### src/rtl/rgals_pkg.sv
`default_nettype none
// ============================================================================
//  Module   : rgals_pkg
//  Brief    : Shared widths, checker counter type and sizing helpers for the
//             ratiochronous tick bridge.
//  Revision : 1.0  initial release
// ============================================================================
package rgals_pkg;

    localparam int c_depth_default   = 2;
    localparam int c_src_div_default = 3;
    localparam int c_dst_div_default = 2;

    localparam int c_ptr_w_default = $clog2(c_depth_default);
    localparam int c_cnt_w_default = $clog2(c_depth_default + 1);

    // Checker counter saturates here; every divide ratio must stay below it.
    localparam int c_div_max   = 255;
    localparam int c_div_cnt_w = $clog2(c_div_max + 1);

    typedef logic [c_div_cnt_w-1:0] div_cnt_t;

    function automatic int ptr_width(input int depth);
        return (depth > 1) ? $clog2(depth) : 1;
    endfunction

    function automatic int cnt_width(input int depth);
        return $clog2(depth + 1);
    endfunction

endpackage
`default_nettype wire

### src/rtl/rgals_tick_checker.sv
`default_nettype none
// ============================================================================
//  Module   : rgals_tick_checker
//  Brief    : Sticky error when a divider tick arrives early or goes missing.
//  Revision : 1.0  initial release
// ============================================================================
module rgals_tick_checker
    import rgals_pkg::*;
#(
    parameter int p_div = 3
) (
    input  logic clk,
    input  logic clk_reset_n,
    input  logic tick,
    output logic err
);

    localparam div_cnt_t c_div = div_cnt_t'(p_div);

    div_cnt_t r_cnt;
    logic     r_armed;
    logic     r_err;

    if ((p_div < 1) || (p_div >= c_div_max)) begin : g_bad_div
        $error("rgals_tick_checker: p_div out of range");
    end

    // r_cnt holds the number of cycles elapsed since the last tick cycle.
    always_ff @(posedge clk or negedge clk_reset_n) begin
        if (!clk_reset_n) begin
            r_cnt   <= '0;
            r_armed <= 1'b0;
            r_err   <= 1'b0;
        end else if (tick) begin
            r_cnt   <= div_cnt_t'(1);
            r_armed <= 1'b1;
            if (r_armed && (r_cnt != c_div)) begin
                r_err <= 1'b1;
            end
        end else begin
            if (r_cnt != '1) begin
                r_cnt <= r_cnt + div_cnt_t'(1);
            end
            if (r_armed && (r_cnt >= c_div)) begin
                r_err <= 1'b1;
            end
        end
    end

    assign err = r_err;

endmodule
`default_nettype wire

### src/rtl/rgals_tick_bridge.sv
`default_nettype none
// ============================================================================
//  Module   : rgals_tick_bridge
//  Brief    : Val/rdy message bridge between two tick-divided clock domains.
//             Define RGALS_TICK_CHECK_EN to build the tick-period checkers.
//  Revision : 1.0  initial release
// ============================================================================
module rgals_tick_bridge
    import rgals_pkg::*;
#(
    parameter int p_nbits   = 32,
    parameter int p_depth   = 2,
    parameter int p_src_div = 3,
    parameter int p_dst_div = 2
) (
    input  logic               clk,
    input  logic               clk_reset_n,
    input  logic               tick_src,
    input  logic               tick_dst,
    input  logic               src_val,
    output logic               src_rdy,
    input  logic [p_nbits-1:0] src_msg,
    output logic               dst_val,
    input  logic               dst_rdy,
    output logic [p_nbits-1:0] dst_msg,
    output logic               tick_err
);

    localparam int                 c_ptr_w = ptr_width(p_depth);
    localparam int                 c_cnt_w = cnt_width(p_depth);
    localparam logic [c_cnt_w-1:0] c_full  = c_cnt_w'(p_depth);

    if ((p_depth < 2) || ((p_depth & (p_depth - 1)) != 0)) begin : g_bad_depth
        $error("rgals_tick_bridge: p_depth must be a power of two >= 2");
    end

    if ((p_src_div < 1) || (p_dst_div < 1)) begin : g_bad_div
        $error("rgals_tick_bridge: divide ratios must be >= 1");
    end

    logic [p_nbits-1:0] r_mem [p_depth];
    logic [c_ptr_w-1:0] r_wr_ptr;
    logic [c_ptr_w-1:0] r_rd_ptr;
    logic [c_cnt_w-1:0] r_count;
    logic               r_src_rdy;
    logic               r_dst_val;

    logic               w_push;
    logic               w_pop;
    logic [c_cnt_w-1:0] w_count_next;

    // Handshakes only count on their own domain's tick cycle.
    always_comb begin
        w_push       = tick_src & src_val & r_src_rdy;
        w_pop        = tick_dst & r_dst_val & dst_rdy;
        w_count_next = r_count + c_cnt_w'(w_push) - c_cnt_w'(w_pop);
    end

    // Flags may go stale between ticks only in the safe direction: count
    // can only fall between source ticks and only rise between destination ticks.
    always_ff @(posedge clk or negedge clk_reset_n) begin
        if (!clk_reset_n) begin
            r_wr_ptr  <= '0;
            r_rd_ptr  <= '0;
            r_count   <= '0;
            r_src_rdy <= 1'b0;
            r_dst_val <= 1'b0;
        end else begin
            if (w_push) begin
                r_wr_ptr <= r_wr_ptr + c_ptr_w'(1);
            end
            if (w_pop) begin
                r_rd_ptr <= r_rd_ptr + c_ptr_w'(1);
            end
            r_count <= w_count_next;
            if (tick_src) begin
                r_src_rdy <= (w_count_next < c_full);
            end
            if (tick_dst) begin
                r_dst_val <= (w_count_next != '0);
            end
        end
    end

    always_ff @(posedge clk) begin
        if (w_push) begin
            r_mem[r_wr_ptr] <= src_msg;
        end
    end

    assign src_rdy = r_src_rdy;
    assign dst_val = r_dst_val;
    assign dst_msg = r_mem[r_rd_ptr];

`ifdef RGALS_TICK_CHECK_EN
    logic w_src_err;
    logic w_dst_err;

    rgals_tick_checker #(.p_div(p_src_div)) u_src_chk (
        .clk         (clk),
        .clk_reset_n (clk_reset_n),
        .tick        (tick_src),
        .err         (w_src_err)
    );

    rgals_tick_checker #(.p_div(p_dst_div)) u_dst_chk (
        .clk         (clk),
        .clk_reset_n (clk_reset_n),
        .tick        (tick_dst),
        .err         (w_dst_err)
    );

    assign tick_err = w_src_err | w_dst_err;
`else
    assign tick_err = 1'b0;
`endif

endmodule
`default_nettype wire

### config.mk
export PLATFORM = sky130hd
export DESIGN_NAME = rgals_tick_bridge
export DESIGN_NICKNAME = d
export VERILOG_FILES = /design/src/rtl/rgals_pkg.sv /design/src/rtl/rgals_tick_checker.sv /design/src/rtl/rgals_tick_bridge.sv
export SDC_FILE = /design/constraint.sdc
export NUM_CORES = 1
export LEC_CHECK = 0
export ABC_CLOCK_PERIOD_IN_PS = 5300
export BUFFER_PORTS_ARGS = -buffer_cell sky130_fd_sc_hd__buf_2
export CAP_MARGIN = 10
export CORE_UTILIZATION = 57
export CTS_BUF_LIST = sky130_fd_sc_hd__clkbuf_2
export DETAILED_ROUTE_END_ITERATION = 8
export GPL_TIMING_DRIVEN = 0
export PLACE_DENSITY = 0.86
export SLEW_MARGIN = 5
export SYNTH_ARGS = -nofsm -noshare
export SYNTH_HDL_FRONTEND = slang
export SYNTH_SLANG_ARGS = --single-unit
### constraint.sdc
create_clock -name clk -period 5.3 [get_ports clk]
set_input_delay 0.795 -clock clk [delete_from_list [all_inputs] [get_ports clk]]
set_output_delay 0.795 -clock clk [all_outputs]
set_load 0.005 [all_outputs]
### After elaboration in Yosys (flattened, before gate mapping)

Memory sizes are Yosys's and may differ from the RTL's.
Cells that the tools add are included.

| storage, ports and cells | value |
|---|---|
| register bits after elaboration | 6 |
| RAM bits | 64 |
| bits of input ports | 38 |
| output and inout port bits | 35 |
| logic and storage cells | 18 |
| memories | 1 |

| cells by class | value |
|---|---|
| $add $sub $neg | 4 |
| $lt $le $gt $ge | 1 |
| multiplexer cells | 2 |
| bitwise logic cells | 4 |
| reduce and logical (&&, ||, !) cells | 1 |

Memories:

| memory | depth | bits a word | read ports | clocked after Yosys merged registers in | write ports | RTL line | text |
|---|---|---|---|---|---|---|---|
| r_mem | 2 | 32 | 1 | 0 | 1 | rgals_tick_bridge.sv:41 | `logic [p_nbits-1:0] r_mem [p_depth];` |

Operator list:

| cell | number |
|---|---|
| 1-bit bitwise AND | 4 |
| 1-bit adder, second input constant | 2 |
| 2-bit by 1-bit adder with 2-bit output | 1 |
| 2-bit less-than comparator, second input constant | 1 |
| 1-bit 2-to-1 mux | 2 |
| 2-bit nonzero test | 1 |
| 2-bit by 1-bit subtractor with 2-bit output | 1 |

### Depth between registers and ports, before layout

| logic depth | value |
|---|---|
| depth after elaboration | 5 |
| gate-level depth with buffers | 6 |
| mapped depth without buffers | 6 |

### Worst setup path after synthesis

OpenSTA, ideal clock, no wires.

| timing path | value |
|---|---|
| path kind | input port to flip-flop |
| start | in tick_src |
| end | mem r_mem[0][0] (enable) |
| library setup time | 0.421 ns |
| data arrival time | 2.317 ns |
| required time | 4.879 ns |
| path slack | 2.562 ns |
| stages on the path | 2 |
| buffers on the path | 0 |
| cells stage by stage | nand3_1 -> nor2_1 |

| on the way | value |
|---|---|
| cells in the longest elaborated chain, start to end | 4 |

Ends and longest elaborated chain:

| item | RTL line | text |
|---|---|---|
| start, declared | rgals_tick_bridge.sv:18 | `input logic tick_src,` |
| 1-bit bitwise AND (2 in series) | rgals_tick_bridge.sv:54 | `w_push = tick_src & src_val & r_src_rdy;` |
| 1-bit 2-to-1 mux | rgals_tick_bridge.sv:86 | `if (w_push) begin` |
| 1-bit 2-to-1 mux (not written as such) | rgals_tick_bridge.sv:87 | `r_mem[r_wr_ptr] <= src_msg;` |
| end, declared | rgals_tick_bridge.sv:41 |  |

Every way passes these cells.

### Final worst setup path

| timing path | value |
|---|---|
| start | reg r_rd_ptr |
| end | out dst_msg[12] |

| on the way | value |
|---|---|
| cells in the longest elaborated chain, start to end | 1 |

Ends and longest elaborated chain:

| item | RTL line | text |
|---|---|---|
| start, declared | rgals_tick_bridge.sv:43 | `logic [c_ptr_w-1:0] r_rd_ptr;` |
| start signal, assigned | rgals_tick_bridge.sv:73 | `r_rd_ptr <= r_rd_ptr + c_ptr_w'(1);` |
| memory 2 x 32 bit | n/a |  |
| end, declared | rgals_tick_bridge.sv:25 | `output logic [p_nbits-1:0] dst_msg,` |

Every way passes these cells.

==> flow_summary.yaml <==
run_status:
  outcome: "complete, no violations"
placed_design:
  io_buffers: 71
  hpwl_mm: 2.746
  gp_congestion: 0.6869
  place_ws_ns: 2.962
  dpl_cell_area_um2: 3034
final_layout:
  drive_gt1_frac: 0.5952
  diodes: 0
  layout.nets: 245
  area_growth_pct: 22.82
  post-route-cell-area_um2: 3192
critical_path:
  required_ns: 4.51
  crit_arrival_ns: 1.68
  end_kind: "primary output"
  crit_path_start_kind: "flop"
  cp_max_fo: 10
  path_class: "reg -> out"
routing:
  dr.first_iter.drc_count: 96
  wire_per_inst_um: 15.94
  num_vias: 1364
  ant_nets: 0
  drcViolationCount: 0
  drtPass1Iterations: 4
  finalWirelength_mm: 4.177
  via_per_inst: 5.206
die:
  die_w_um: 69.52
  core_um2: 4354
  ios: 73
  dieArea_um2: 4833
  die_h_um: 69.52
  initial_utilization: 0.5968
  row_count: 24
clock_tree:
  cts_htree_levels: 3
  root_buffer: "clkbuf_2"
  clk_latency_ns: 0.48
  numCtsBuffers: 9
  cts_buffer_depth: 2
  cts_sinks: 70
  post_cts_buffers: 0
  hold_buffers: 0
  cts_resized: 0
  clk_pin_slew_worst_paths_ns: 0.18
  cts_tree: "built"
sta:
  hold_viol_final: 0
  slew_headroom: 0.3958
  fin_setup_tns_ns: 0
  finalClockSkew_ns: 0.01360
  holdWs_ns: 0.1049
  fin_crit_sh: 0.4662
  fin_crit_ns: 2.471
  setup_violations: 0
  slew_viol_final: 0
  layout_setup_ws_ns: 2.829
  worst_slew_pin_slew_ns: 0.9041
  rsz0062_at_grt: "no"
  max_freq_ghz: 0.4047
global_route:
  grt-ovfl-total: 0
  grt_pass1_vias: 1420
  grt_pass1_wl_mm: 6.665
  grt_max_degree: 33
  antenna_found_initial: 0
  track_usage: 0.1892
pwr:
  ir_drop_mv: 0.3229
  p_leak_nw: 1.248
  p_per_area_nw_per_um2: 467.3
  total_power_mw: 1.492
worst_hold_path:
  hold_class: "in -> async"
synthesis:
  ys_seq_elements: 70
  yosys_warnings: 0
  synth-edff-count: 64
  async_flop_share: 0.08571
  netlist_instances: 123
  yosys.area.top_type: "edfxtp_1"
  synth_top_cells_by_count: "edfxtp_1 (64), mux2_2 (32), dfrtp_1 (6), buf_6 (3), nor2_1 (3)"
  ys_seq_area_frac: 0.7973
  synth.most_common_cell: "edfxtp_1"
  syn-num-nets: 163
  synth_cell_types: 18
  ys.flop_type: "edfxtp_1"
  synth_top_area_frac: 0.7395
  synth_area_leaders: "edfxtp_1 (74%), mux2_2 (14%), dfrtp_1 (5.8%)"
  avgSynthCellArea_um2: 21.13
  synth_area_um2: 2599
job:
  max-cap-violations: 0
==> critical path, cell delays in order, from the launching register on <==
cell     delay (ns)
dfrtp_1        0.36
buf_2          0.18
buf_6          0.17
mux2_2         0.35
buf_2          0.13
==> final timing paths <==
kind / startpoint / to / slack (ns) / cells after the start
max in group asynchronous: clk_reset_n / r_wr_ptr$_DFFE_PN0N_ / 5.05 / 1
worst min-delay path: clk_reset_n / r_rd_ptr$_DFFE_PN0P_ / 0.10 / 1
worst min register to register: r_count[0]$_DFF_PN0_ / r_count[0]$_DFF_PN0_ / 0.53 / 1
min in group clk: src_msg[22] / r_mem[0][22]$_DFFE_PP_ / 0.48 / 1
worst max register to register: src_rdy$_DFFE_PN0P_ / r_mem[1][10]$_DFFE_PP_ / 3.52 / 2
worst max-delay path: r_rd_ptr$_DFFE_PN0P_ / dst_msg[12] / 2.83 / 4
==> sequential cells by signal, summed over array words and instances (netlist names) <==
signal    cells
r_mem        64
r_count       2
dst_val       1
r_rd_ptr      1
r_wr_ptr      1
src_rdy       1
==> kinds of logic after synthesis <==
group,after synthesis,share of synthesized area
mux,32,0.1387
compound gates,2,0.005295
flops,70,0.7973
xor+xnor,3,0.01589
fa+ha+maj,2,0.009628
other cells,1,0.001443
buf+inv,7,0.02070
simple gates,6,0.01107
==> power by group <==
group | internal [mW] | switching (mW) | total, mW
clock | 0.201 | 0.182 | 0.383
sequential | 0.686 | 0.0248 | 0.711
combinational | 0.220 | 0.178 | 0.398
total | 1.11 | 0.385 | 1.49
==> routing by layer <==
metal	part of all wire	vias up	track usage	wire, µm
met2	0.50	60	0.3064	2104
met3	0.056	12	0.04506	236
met5	0	-	0	0
met1	0.42	654	0.2341	1745
met4	0.022	0	0.1088	91
li1	-	638	-	-
==> cell usage in the layout (no fill, tap or decap) <==
cell type / Yosys / routed
clkinv_1: 0 / 1
bufinv_16: 0 / 3
ha_1: 2 / 2
clkbuf_2: 0 / 9
o22a_1: 1 / 1
clkinv_4: 0 / 1
conb_1: 1 / 1
a21oi_1: 1 / 1
xnor2_1: 1 / 1
mux2_2: 32 / 32
clkinv_2: 0 / 2
nand2b_1: 1 / 1
nor2_1: 3 / 1
xor2_1: 1 / 1
inv_1: 2 / 2
and3_1: 1 / 1
edfxtp_1: 64 / 64
buf_4: 1 / 1
buf_2: 1 / 72
xor3_1: 1 / 1
nor2_4: 0 / 2
nand3_1: 1 / 1
dfrtp_1: 6 / 6
buf_6: 3 / 3
==> area by class of cell <==
cell class / count / area, µm²
Sequential cell: 70 / 2072
Fill cell: 265 / 1162
Multi-Input combinational cell: 46 / 488.0
Timing Repair Buffer: 71 / 355.3
Clock inverter: 7 / 112.6
Tap cell: 52 / 65.06
Buffer: 5 / 46.29
Clock buffer: 9 / 45.04
Inverter: 2 / 7.507
==> per-stage QoR <==
stage,util,instances
after CTS,0.7330,262
after global routing,0.7330,262
after global placement,0.6934,246
after detailed placement,0.6968,246
final,0.7330,262
after floorplan,-,123
No activity file was read; power rests on OpenSTA's default activity.
